**config.mk**
```make
export PLATFORM = sky130hd
export DESIGN_NAME = ipnuma_peer_regs_flat
export DESIGN_NICKNAME = d
export VERILOG_FILES = /design/src/rtl/ipnuma_peer_regs_pkg.sv /design/src/rtl/ipnuma_peer_regs_if.sv /design/src/rtl/ipnuma_peer_entry.sv /design/src/rtl/ipnuma_peer_regs.sv /design/src/flat_wrapper.sv
export SDC_FILE = /design/constraint.sdc
export NUM_CORES = 2
export LEC_CHECK = 0
export ABC_CLOCK_PERIOD_IN_PS = 57800
export CAP_MARGIN = 10
export CORE_MARGIN = 2
export CORE_UTILIZATION = 35
export CTS_BUF_LIST = sky130_fd_sc_hd__clkbuf_8
export CTS_CLUSTER_DIAMETER = 200
export DETAILED_ROUTE_END_ITERATION = 6
export GPL_TIMING_DRIVEN = 0
export MAX_ROUTING_LAYER = met4
export PLACE_DENSITY_LB_ADDON = 0.15
export REMOVE_ABC_BUFFERS = 1
export SLEW_MARGIN = 25
export SYNTH_ARGS = -nofsm -noshare
export SYNTH_HDL_FRONTEND = slang
export SYNTH_SLANG_ARGS = --single-unit
export TNS_END_PERCENT = 1
```
**constraint.sdc**
```tcl
create_clock -name pcie_clk -period 57.8 [get_ports pcie_clk]
set_input_delay 8.67 -clock pcie_clk [delete_from_list [all_inputs] [get_ports pcie_clk]]
set_output_delay 8.67 -clock pcie_clk [all_outputs]
set_load 0.01 [all_outputs]
```
**src/rtl/ipnuma_peer_regs_pkg.sv**
```systemverilog
`default_nettype none
// ============================================================================
//  Module   : ipnuma_peer_regs_pkg
//  Purpose  : Shared constants, record type and helpers for the IP-NUMA
//             BAR0 peer register bank.
//  Revision : 1.0  initial release
// ============================================================================
package ipnuma_peer_regs_pkg;

  // Word addresses (slv_adr_i[9:1])
  localparam logic [8:0] ADR_IF_LAST = 9'h004;  // 0x000..0x004 are interface regs
  localparam logic [8:0] ADR_CTRL    = 9'h010;
  localparam logic [8:0] ADR_STAT    = 9'h011;
  localparam logic [8:0] PEER_BASE   = 9'h040;
  localparam int         PEER_STRIDE = 8;

  // Field offsets inside one entry (also the interface block layout)
  localparam logic [2:0] FLD_V4_HI   = 3'd0;
  localparam logic [2:0] FLD_V4_LO   = 3'd1;
  localparam logic [2:0] FLD_MAC_HI  = 3'd2;
  localparam logic [2:0] FLD_MAC_MID = 3'd3;
  localparam logic [2:0] FLD_MAC_LO  = 3'd4;
  localparam logic [2:0] FLD_PA_0    = 3'd5;
  localparam logic [2:0] FLD_PA_1    = 3'd6;
  localparam logic [2:0] FLD_PA_2    = 3'd7;

  // Commit FSM encoding
  localparam logic [1:0] ST_IDLE = 2'd0;
  localparam logic [1:0] ST_WAIT = 2'd1;
  localparam logic [1:0] ST_COPY = 2'd2;
  localparam logic [1:0] ST_DONE = 2'd3;

  // Reset address values
  localparam logic [31:0] RST_IF_V4     = 32'h0a00_15c7;      // 10.0.21.199
  localparam logic [47:0] RST_IF_MAC    = 48'h0037_7600_0001; // 00:37:76:00:00:01
  localparam logic [31:0] RST_PEER0_V4  = 32'h0a00_15ff;      // 10.0.21.255
  localparam logic [47:0] RST_PEER0_MAC = 48'hffff_ffff_ffff;

  typedef struct packed {
    logic [31:0] v4;
    logic [47:0] mac;
    logic [47:0] paddr;
  } peer_t;

  // Byte-enable merge of a 16-bit register word
  function automatic logic [15:0] merge16(input logic [15:0] old,
                                          input logic [15:0] dat,
                                          input logic [1:0]  sel);
    return {sel[1] ? dat[15:8] : old[15:8], sel[0] ? dat[7:0] : old[7:0]};
  endfunction

  // Physical-address words are byte swapped between bus view and storage
  function automatic logic [15:0] swap16(input logic [15:0] w);
    return {w[7:0], w[15:8]};
  endfunction

endpackage
`default_nettype wire

```
**src/rtl/ipnuma_peer_regs_if.sv**
```systemverilog
`default_nettype none
// ============================================================================
//  Module   : ipnuma_peer_regs_if
//  Purpose  : pcie_tlp slave bus (BAR0 side) as seen by the register bank.
//  Revision : 1.0  initial release
// ============================================================================
interface ipnuma_peer_regs_if #(
  parameter int ADR_W = 19
);
  logic             slv_hit_i;
  logic             slv_ce_i;
  logic             slv_we_i;
  logic [ADR_W:1]   slv_adr_i;
  logic [15:0]      slv_dat_i;
  logic [1:0]       slv_sel_i;
  logic [15:0]      slv_dat_o;

  modport master (
    output slv_hit_i, slv_ce_i, slv_we_i, slv_adr_i, slv_dat_i, slv_sel_i,
    input  slv_dat_o
  );

  modport slave (
    input  slv_hit_i, slv_ce_i, slv_we_i, slv_adr_i, slv_dat_i, slv_sel_i,
    output slv_dat_o
  );
endinterface
`default_nettype wire

```
**src/rtl/ipnuma_peer_entry.sv**
```systemverilog
`default_nettype none
// ============================================================================
//  Module   : ipnuma_peer_entry
//  Purpose  : One shadow + active address record. Host writes land in the
//             shadow copy; copy_en moves the whole record to the active copy.
//  Revision : 1.0  initial release
// ============================================================================
module ipnuma_peer_entry
  import ipnuma_peer_regs_pkg::*;
#(
  parameter logic [31:0] RST_V4  = 32'h0,
  parameter logic [47:0] RST_MAC = 48'h0
) (
  input  wire         clk,
  input  wire         rst,
  input  wire         wr_en,
  input  wire  [2:0]  field,
  input  wire  [15:0] wr_dat,
  input  wire  [1:0]  wr_sel,
  input  wire         copy_en,
  output logic [15:0] rd_word,
  output peer_t       active
);

  localparam peer_t RST_ENTRY = '{v4: RST_V4, mac: RST_MAC, paddr: 48'h0};

  peer_t shadow;

  // Shadow byte writes and atomic copy; copy sees the pre-write shadow
  always_ff @(posedge clk or posedge rst) begin
    if (rst) begin
      shadow <= RST_ENTRY;
      active <= RST_ENTRY;
    end else begin
      if (copy_en)
        active <= shadow;
      if (wr_en) begin
        case (field)
          FLD_V4_HI:   shadow.v4[31:16]    <= merge16(shadow.v4[31:16], wr_dat, wr_sel);
          FLD_V4_LO:   shadow.v4[15:0]     <= merge16(shadow.v4[15:0], wr_dat, wr_sel);
          FLD_MAC_HI:  shadow.mac[47:32]   <= merge16(shadow.mac[47:32], wr_dat, wr_sel);
          FLD_MAC_MID: shadow.mac[31:16]   <= merge16(shadow.mac[31:16], wr_dat, wr_sel);
          FLD_MAC_LO:  shadow.mac[15:0]    <= merge16(shadow.mac[15:0], wr_dat, wr_sel);
          FLD_PA_0:    shadow.paddr[15:0]  <= swap16(merge16(swap16(shadow.paddr[15:0]), wr_dat, wr_sel));
          FLD_PA_1:    shadow.paddr[31:16] <= swap16(merge16(swap16(shadow.paddr[31:16]), wr_dat, wr_sel));
          FLD_PA_2:    shadow.paddr[47:32] <= swap16(merge16(swap16(shadow.paddr[47:32]), wr_dat, wr_sel));
          default: ;
        endcase
      end
    end
  end

  // Bus view of the shadow field selected by the current address
  always_comb begin
    rd_word = 16'h0;
    case (field)
      FLD_V4_HI:   rd_word = shadow.v4[31:16];
      FLD_V4_LO:   rd_word = shadow.v4[15:0];
      FLD_MAC_HI:  rd_word = shadow.mac[47:32];
      FLD_MAC_MID: rd_word = shadow.mac[31:16];
      FLD_MAC_LO:  rd_word = shadow.mac[15:0];
      FLD_PA_0:    rd_word = swap16(shadow.paddr[15:0]);
      FLD_PA_1:    rd_word = swap16(shadow.paddr[31:16]);
      FLD_PA_2:    rd_word = swap16(shadow.paddr[47:32]);
      default:     rd_word = 16'h0;
    endcase
  end

endmodule
`default_nettype wire

```
**src/rtl/ipnuma_peer_regs.sv**
```systemverilog
`default_nettype none
// ============================================================================
//  Module   : ipnuma_peer_regs
//  Purpose  : BAR0 control/status bank of the IP-NUMA bridge. Shadow peer
//             and interface records are committed atomically into active
//             copies while the requester sits between packets.
//  Revision : 1.0  initial release
// ============================================================================
module ipnuma_peer_regs
  import ipnuma_peer_regs_pkg::*;
#(
  parameter int NUM_PEERS = 4,
  parameter int IDX_W     = 2,
  parameter int ADR_W     = 19
) (
  input  wire              pcie_clk,
  input  wire              sys_rst,
  ipnuma_peer_regs_if.slave slv,
  input  wire              req_idle_i,
  input  wire  [IDX_W-1:0] lk_idx_i,
  output logic             lk_valid_o,
  output logic [31:0]      lk_v4_o,
  output logic [47:0]      lk_mac_o,
  output logic [47:0]      lk_paddr_o,
  output logic [31:0]      if_v4addr_o,
  output logic [47:0]      if_macaddr_o,
  output logic             busy_o,
  output logic             commit_done_o
);

  localparam int K_W       = (NUM_PEERS > 1) ? $clog2(NUM_PEERS) : 1;
  localparam int STRIDE_SH = $clog2(PEER_STRIDE);

  // Decode
  logic       acc, wr_acc, rd_acc;
  logic [8:0] adr, peer_off, peer_n;
  logic [2:0] field;
  logic       in_if, in_peer;
  logic       commit_req, shd_wr, set_pend;

  assign acc      = slv.slv_hit_i & slv.slv_ce_i;
  assign wr_acc   = acc & slv.slv_we_i;
  assign rd_acc   = acc & ~slv.slv_we_i;
  assign adr      = slv.slv_adr_i[9:1];
  assign peer_off = adr - PEER_BASE;
  assign peer_n   = peer_off >> STRIDE_SH;
  assign field    = peer_off[2:0];
  assign in_if    = (adr <= ADR_IF_LAST);
  assign in_peer  = (adr >= PEER_BASE) && (peer_n < 9'(NUM_PEERS));

  assign commit_req = wr_acc && (adr == ADR_CTRL) && slv.slv_sel_i[0] && slv.slv_dat_i[0];
  assign shd_wr     = wr_acc && (in_if || in_peer);
  assign set_pend   = commit_req || shd_wr;

  generate
    if (ADR_W > 9) begin : g_adr_hi
      logic unused_adr_hi;
      assign unused_adr_hi = ^slv.slv_adr_i[ADR_W:10];
    end
  endgenerate

  // Commit FSM state
  logic [1:0]     state;
  logic [K_W-1:0] copy_k;
  logic           pending;
  logic [15:0]    commit_cnt;
  logic           copy_strobe;

  assign copy_strobe   = (state == ST_COPY);
  assign busy_o        = (state != ST_IDLE);
  assign commit_done_o = (state == ST_DONE);
  assign lk_valid_o    = !((state == ST_COPY) || (state == ST_DONE));

  // Entries
  peer_t       peer_act [NUM_PEERS];
  logic [15:0] peer_rd  [NUM_PEERS];
  peer_t       if_act;
  logic [15:0] if_rd;
  logic        unused_if_paddr;

  ipnuma_peer_entry #(
    .RST_V4  (RST_IF_V4),
    .RST_MAC (RST_IF_MAC)
  ) u_if_entry (
    .clk     (pcie_clk),
    .rst     (sys_rst),
    .wr_en   (wr_acc && in_if),
    .field   (field),
    .wr_dat  (slv.slv_dat_i),
    .wr_sel  (slv.slv_sel_i),
    .copy_en (copy_strobe && (copy_k == '0)),
    .rd_word (if_rd),
    .active  (if_act)
  );

  // The interface record has no physical address
  assign unused_if_paddr = ^if_act.paddr;
  assign if_v4addr_o     = if_act.v4;
  assign if_macaddr_o    = if_act.mac;

  generate
    for (genvar g = 0; g < NUM_PEERS; g++) begin : g_peer
      ipnuma_peer_entry #(
        .RST_V4  ((g == 0) ? RST_PEER0_V4  : 32'h0),
        .RST_MAC ((g == 0) ? RST_PEER0_MAC : 48'h0)
      ) u_entry (
        .clk     (pcie_clk),
        .rst     (sys_rst),
        .wr_en   (wr_acc && in_peer && (peer_n == 9'(g))),
        .field   (field),
        .wr_dat  (slv.slv_dat_i),
        .wr_sel  (slv.slv_sel_i),
        .copy_en (copy_strobe && (copy_k == K_W'(g))),
        .rd_word (peer_rd[g]),
        .active  (peer_act[g])
      );
    end
  endgenerate

  // Commit sequencing: wait for idle requester, copy one entry per cycle
  always_ff @(posedge pcie_clk or posedge sys_rst) begin
    if (sys_rst) begin
      state      <= ST_IDLE;
      copy_k     <= '0;
      pending    <= 1'b0;
      commit_cnt <= 16'h0;
    end else begin
      case (state)
        ST_IDLE: begin
          if (commit_req)
            state <= ST_WAIT;
        end
        ST_WAIT: begin
          copy_k <= '0;
          if (set_pend)
            pending <= 1'b1;
          if (req_idle_i)
            state <= ST_COPY;
        end
        ST_COPY: begin
          copy_k <= copy_k + 1'b1;
          if (set_pend)
            pending <= 1'b1;
          if (copy_k == K_W'(NUM_PEERS - 1))
            state <= ST_DONE;
        end
        ST_DONE: begin
          commit_cnt <= commit_cnt + 16'h1;
          pending    <= 1'b0;
          state      <= (pending || set_pend) ? ST_WAIT : ST_IDLE;
        end
        default: state <= ST_IDLE;
      endcase
    end
  end

  // Read data mux over shadow registers, control and status
  logic [15:0] rd_word;
  always_comb begin
    rd_word = 16'h0;
    if (in_if)
      rd_word = if_rd;
    else if (adr == ADR_CTRL)
      rd_word = {busy_o, pending, 14'b0};
    else if (adr == ADR_STAT)
      rd_word = commit_cnt;
    else if (in_peer)
      for (int i = 0; i < NUM_PEERS; i++)
        if (peer_n == 9'(i))
          rd_word = peer_rd[i];
  end

  // Registered read data, held until the next read
  always_ff @(posedge pcie_clk or posedge sys_rst) begin
    if (sys_rst)
      slv.slv_dat_o <= 16'h0;
    else if (rd_acc)
      slv.slv_dat_o <= rd_word;
  end

  // Lookup of the active entry; out-of-range indices read as zero
  peer_t lk_next, lk_q;
  always_comb begin
    lk_next = '0;
    for (int i = 0; i < NUM_PEERS; i++)
      if (lk_idx_i == IDX_W'(i))
        lk_next = peer_act[i];
  end

  // One-cycle lookup register
  always_ff @(posedge pcie_clk or posedge sys_rst) begin
    if (sys_rst)
      lk_q <= '{v4: RST_PEER0_V4, mac: RST_PEER0_MAC, paddr: 48'h0};
    else
      lk_q <= lk_next;
  end

  assign lk_v4_o    = lk_q.v4;
  assign lk_mac_o   = lk_q.mac;
  assign lk_paddr_o = lk_q.paddr;

endmodule
`default_nettype wire

```
**src/flat_wrapper.sv**
```systemverilog
// flat-port wrapper written by rule: the top's interface ports become plain ports
module ipnuma_peer_regs_flat import ipnuma_peer_regs_pkg::*;
#(
  parameter int NUM_PEERS = 4,
  parameter int IDX_W     = 2,
  parameter int ADR_W     = 19
)
  (pcie_clk, sys_rst, req_idle_i, lk_idx_i, lk_valid_o, lk_v4_o, lk_mac_o, lk_paddr_o, if_v4addr_o, if_macaddr_o, busy_o, commit_done_o, slv_slv_hit_i, slv_slv_ce_i, slv_slv_we_i, slv_slv_adr_i, slv_slv_dat_i, slv_slv_sel_i, slv_slv_dat_o);
  ipnuma_peer_regs_if #(.ADR_W(ADR_W)) slv_i ();
  input  wire pcie_clk;
  input  wire sys_rst;
  input  wire req_idle_i;
  input  wire  [IDX_W-1:0] lk_idx_i;
  output logic lk_valid_o;
  output logic [31:0] lk_v4_o;
  output logic [47:0] lk_mac_o;
  output logic [47:0] lk_paddr_o;
  output logic [31:0] if_v4addr_o;
  output logic [47:0] if_macaddr_o;
  output logic busy_o;
  output logic commit_done_o;
  input wire logic [$bits(slv_i.slv_hit_i)-1:0] slv_slv_hit_i;
  input wire logic [$bits(slv_i.slv_ce_i)-1:0] slv_slv_ce_i;
  input wire logic [$bits(slv_i.slv_we_i)-1:0] slv_slv_we_i;
  input wire logic [$bits(slv_i.slv_adr_i)-1:0] slv_slv_adr_i;
  input wire logic [$bits(slv_i.slv_dat_i)-1:0] slv_slv_dat_i;
  input wire logic [$bits(slv_i.slv_sel_i)-1:0] slv_slv_sel_i;
  output wire logic [$bits(slv_i.slv_dat_o)-1:0] slv_slv_dat_o;
  assign slv_i.slv_hit_i = slv_slv_hit_i;
  assign slv_i.slv_ce_i = slv_slv_ce_i;
  assign slv_i.slv_we_i = slv_slv_we_i;
  assign slv_i.slv_adr_i = slv_slv_adr_i;
  assign slv_i.slv_dat_i = slv_slv_dat_i;
  assign slv_i.slv_sel_i = slv_slv_sel_i;
  assign slv_slv_dat_o = slv_i.slv_dat_o;
  ipnuma_peer_regs #(.NUM_PEERS(NUM_PEERS), .IDX_W(IDX_W), .ADR_W(ADR_W)) u_core (.pcie_clk(pcie_clk), .sys_rst(sys_rst), .slv(slv_i), .req_idle_i(req_idle_i), .lk_idx_i(lk_idx_i), .lk_valid_o(lk_valid_o), .lk_v4_o(lk_v4_o), .lk_mac_o(lk_mac_o), .lk_paddr_o(lk_paddr_o), .if_v4addr_o(if_v4addr_o), .if_macaddr_o(if_macaddr_o), .busy_o(busy_o), .commit_done_o(commit_done_o));
endmodule
```
==> metrics.md <==
| Metric | Value |
|---|---|
| Most common cell in the netlist | mux2_2 |
| Max-slew violations | 0 |
| Period utilization | between 20% and 30% |
| Worst-Skew Late Latency | roughly 1 ns |
| Post_cts resized | 0 |
| Core area | between 150000 and 200000 um2 |
| Die height | between 400 and 500 um |
| Switch Pwr | approximately 600 uW |
| Endpoint class of the critical path | register |
| Worst path buffer plus inverter count | 4 |
| R2R Setup Slk | between 50 and 60 ns |
| Total grt overflow | 0 |
| Area contributors post-synth | dfrtp_1 49%, mux2_2 23%, dfstp_2 10% |
| Syn avg cell area | approximately 15 um2 |
| Synth Register Bits | about 1400 |
| Warnings from Yosys | 0 |
| Class of the worst hold path | reg2reg |
| Setup CP Type | in2reg |
| Fin. Hold Viols | 0 |
| Async set-reset flop share out of synthesis | 100.0% |
| Largest area contributor in the netlist | dfrtp_1 |
| Clock transition at path regs | around 0.060 ns |
| Post-synth cell types | 74 |
| Gpl congestion | roughly 0.82 |
| Total power | 2.167 mW |
| Place WS | 44.26 ns |
| Main synth FF type | dfrtp_1 |
| Worst Path Required | about 59 ns |
| Routed WL | between 200000 and 250000 um |
| Global Route Usage Sum | roughly a quarter |
| Comb power frac | about 11% |
| Cell Area, Synth | roughly 60000 um2 |
| Sequential Area | around 35000 um2 |
| Vias in the first global route | 37860 |
| P_leak | 33.45 nW |
| CTS tree | done |
| Final setup vio count | 0 |
| Largest net degree at the start of global routing | between 90 and 100 |
| Clk pwr share | about 43% |
| Fillers | approximately 16000 |
| FF-to-FF path depth | 7 |
| DR vias | roughly 36000 |
| TritonCTS buffer count | ~240 |
| R2r startpoint | u_core.state[0] |
| Initial antenna violation count | 13 |
| Starting Density | between 30% and 40% |
| CP delay by family, top | simple AND/OR/NAND/NOR gates |
| Hold path startpoint | u_core.u_if_entry.shadow[46] |
| Min Tclk post-route | 11.97 ns |
| H-tree depth | 4 |
| WL/cell | 30.98 um |
| Rows | about 150 |
| Die area | 173000 um2 |
| Vias per cell | 5.429 |
| Slowest cell on crit path | nand3_1 |
| Initial DRT Pass Iterations | 5 |
| Fraction of layout cells with a size suffix above 1 | about half |
| Layout Nets | around 4300 |
| Pwr dens | 30.57 nW/um2 |
| Slew @ Worst Pin | ~1.2 ns |
| PnR worst setup slack | around 46 ns |
| Root Buffer | clkbuf_8 |
| Die Span X | roughly 420 um |
| Skew final | between 0.05 and 0.06 ns |
| DP Wirelength | around 140000 um |
| Synth cell count leaders | 1217 x mux2_2, 1169 x dfrtp_1, 233 x clkbuf_1 |
| Synth top area share | 49.24% |
| Clk sink count | about 1400 |
| Worst r2r dst | u_core.g_peer[0].u_entry.active[9] |
| Critical Path, Cell by Cell | clkdlybuf4s50_1, inv_1, ha_1, nand3b_1, nor3b_2, buf_4, buf_4, nand2_1, nor2_2, nand3_1, mux2_2 |
| Global-route wire length before repair | about 290000 um |
| Setup crit start | slv_slv_adr_i[7] |
| Outcome | complete, no violations |
| Delay of the slowest cell on the worst path | around 0.78 ns |
| Initial drt markers | approximately 2700 |
| CP Depth | 11 |
| Seq pwr share | approximately 46% |
| Area Growth Syn to Fin | 19.33% |
| Internal power | roughly 1.6 mW |
| Drc violations | 0 |
| Most Frequent Cell on Critical Path | buf_4 |
| Sequential share of the synthesized area | 59.19% |
| Port Buf Inserts | between 200 and 300 |
| Sw Share | a little over a quarter |
| CP arrival | between 10 and 15 ns |
| MaxCap Viol Count | 0 |
| Worst VDD drop | between 0.02 and 0.03 mV |
| Max Fanout on Critical Path | 10 |
| Fmax | 83.52 MHz |
| Multi-input gate area | 23030 um2 |
| Worst hold path depth | 0 |
| RSZ-0062 raised after global routing | false |
| Critical Path Source Type | input pin |
| Post-synth EDFFs | 0 |
| Post-DRT Antenna Nets | 0 |
| Max-slew headroom | 23.24% |
| # hold bufs at CTS | 0 |
| Setup bufs post-CTS | 0 |
| Hold worst-path end | u_core.u_if_entry.shadow[46] |
| Synthesized instance count | slightly below 4000 |
| Ports | ~270 |
| CTS max path bufs | 3 |
==> final cells by class <==
| class | instances | area share [%] |
|---|---|---|
| multi-input combinational | 2210 | 32.49 |
| timing repair buffer | 357 | 6.658 |
| clock buffer | 310 | 6.019 |
| clock inverter | 150 | 1.108 |
| sequential | 1394 | 49.61 |
| tap | 2218 | 3.915 |
| inverter | 29 | 0.1818 |
| antenna | 5 | 0.01765 |
==> how the worst max path moves through the flow <==
stage                                                      end
final                     u_core.g_peer[3].u_entry.shadow[125]
after global routing      u_core.g_peer[3].u_entry.shadow[125]
after CTS                  u_core.g_peer[3].u_entry.shadow[26]
after detailed placement   u_core.g_peer[3].u_entry.shadow[29]
after global placement     u_core.g_peer[3].u_entry.active[37]
after floorplan                           u_core.commit_cnt[0]
==> metal layers <==
metal,global-route usage (%),wire (um),part of all wire (%)
met2,38.40,98400,48
met4,10.47,9747,4.7
met5,-,0,0
met1,32.13,90000,44
met3,3.583,8594,4.2
==> placed cells by master (no fill, tap or decap), types with 8 or more instances in the layout <==
cell | synthesis | routed
mux2_2 | 1217 | 1217
dfrtp_1 | 1169 | 1169
clkbuf_8 | 0 | 310
clkdlybuf4s50_1 | 0 | 239
dfstp_2 | 225 | 225
mux4_2 | 157 | 157
inv_1 | 26 | 142
nand2_1 | 103 | 96
o21ai_0 | 84 | 83
nor2_1 | 80 | 75
a21oi_1 | 66 | 66
mux2i_1 | 66 | 66
a221oi_1 | 56 | 56
buf_16 | 0 | 51
o221ai_1 | 35 | 35
buf_12 | 0 | 32
a22oi_1 | 30 | 30
nor2_4 | 17 | 29
o22ai_1 | 21 | 21
a211oi_1 | 20 | 20
nand3_1 | 19 | 19
buf_2 | 47 | 19
o211ai_1 | 17 | 17
and3_1 | 17 | 16
o2bb2ai_1 | 16 | 16
nand2_2 | 13 | 15
clkinv_2 | 0 | 13
nor2_2 | 19 | 12
ha_1 | 12 | 12
xnor2_1 | 11 | 11
nand2b_1 | 12 | 11
a22o_1 | 11 | 11
o211a_1 | 9 | 9
nor3_1 | 8 | 8
buf_8 | 0 | 8
==> cell families after synthesis <==
| group | after synthesis | share of synthesized area (%) |
|---|---|---|
| fa+ha+maj | 12 | 0.2527 |
| mux | 1441 | 30.15 |
| xor+xnor | 16 | 0.2359 |
| compound gates | 402 | 4.770 |
| buf+inv | 352 | 2.355 |
| simple gates | 339 | 3.041 |
| flops | 1394 | 59.19 |
==> power by group through the flow <==
stage          clock [mW]  combinational [mW]  sequential [mW]
4_1_cts             0.957               0.244             1.00
2_1_floorplan           0               0.131             1.02
3_3_place_gp            0               0.259             1.02
6_report            0.927               0.239             1.00
3_5_place_dp            0               0.244             1.02
5_1_grt              1.00               0.254             1.00
==> sequential cells by signal (all words and copies together) (netlist names), 16 cells and up <==
name and count:
u_core.g_peer.u_entry.active 512, u_core.g_peer.u_entry.shadow 512, u_core.u_if_entry.shadow 125, u_core.u_if_entry.active 80
u_core.lk_mac_o 48, u_core.lk_paddr_o 48, u_core.lk_v4_o 32, u_core.commit_cnt 16
u_core.slv.slv_dat_o 16
==> worst reg2reg max path: cells and delay by family, from the launching register on <==
family                     cells  cell delay, ns
DFF                            1            0.40
buffers and inverters          4            0.88
and+or+nand+nor                1            0.43
muxes                          1            0.40
adders and majority gates      1            0.40
==> through the flow <==
step	hold slack [ns]	setup TNS (ns)	cell area [um2]	utilization (%)	std cells
4_1_cts	0.3766	0	70860	41.95	6667
3_3_place_gp	0.3598	-9822.11	63500	37.60	6112
5_1_grt	0.3841	0	70890	41.97	6673
3_5_place_dp	0.3623	0	65810	38.96	6207
2_1_floorplan	0.3486	0	58120	-	3633
6_report	0.3729	0	70890	41.97	6673
No activity file was read; power rests on OpenSTA's default activity.
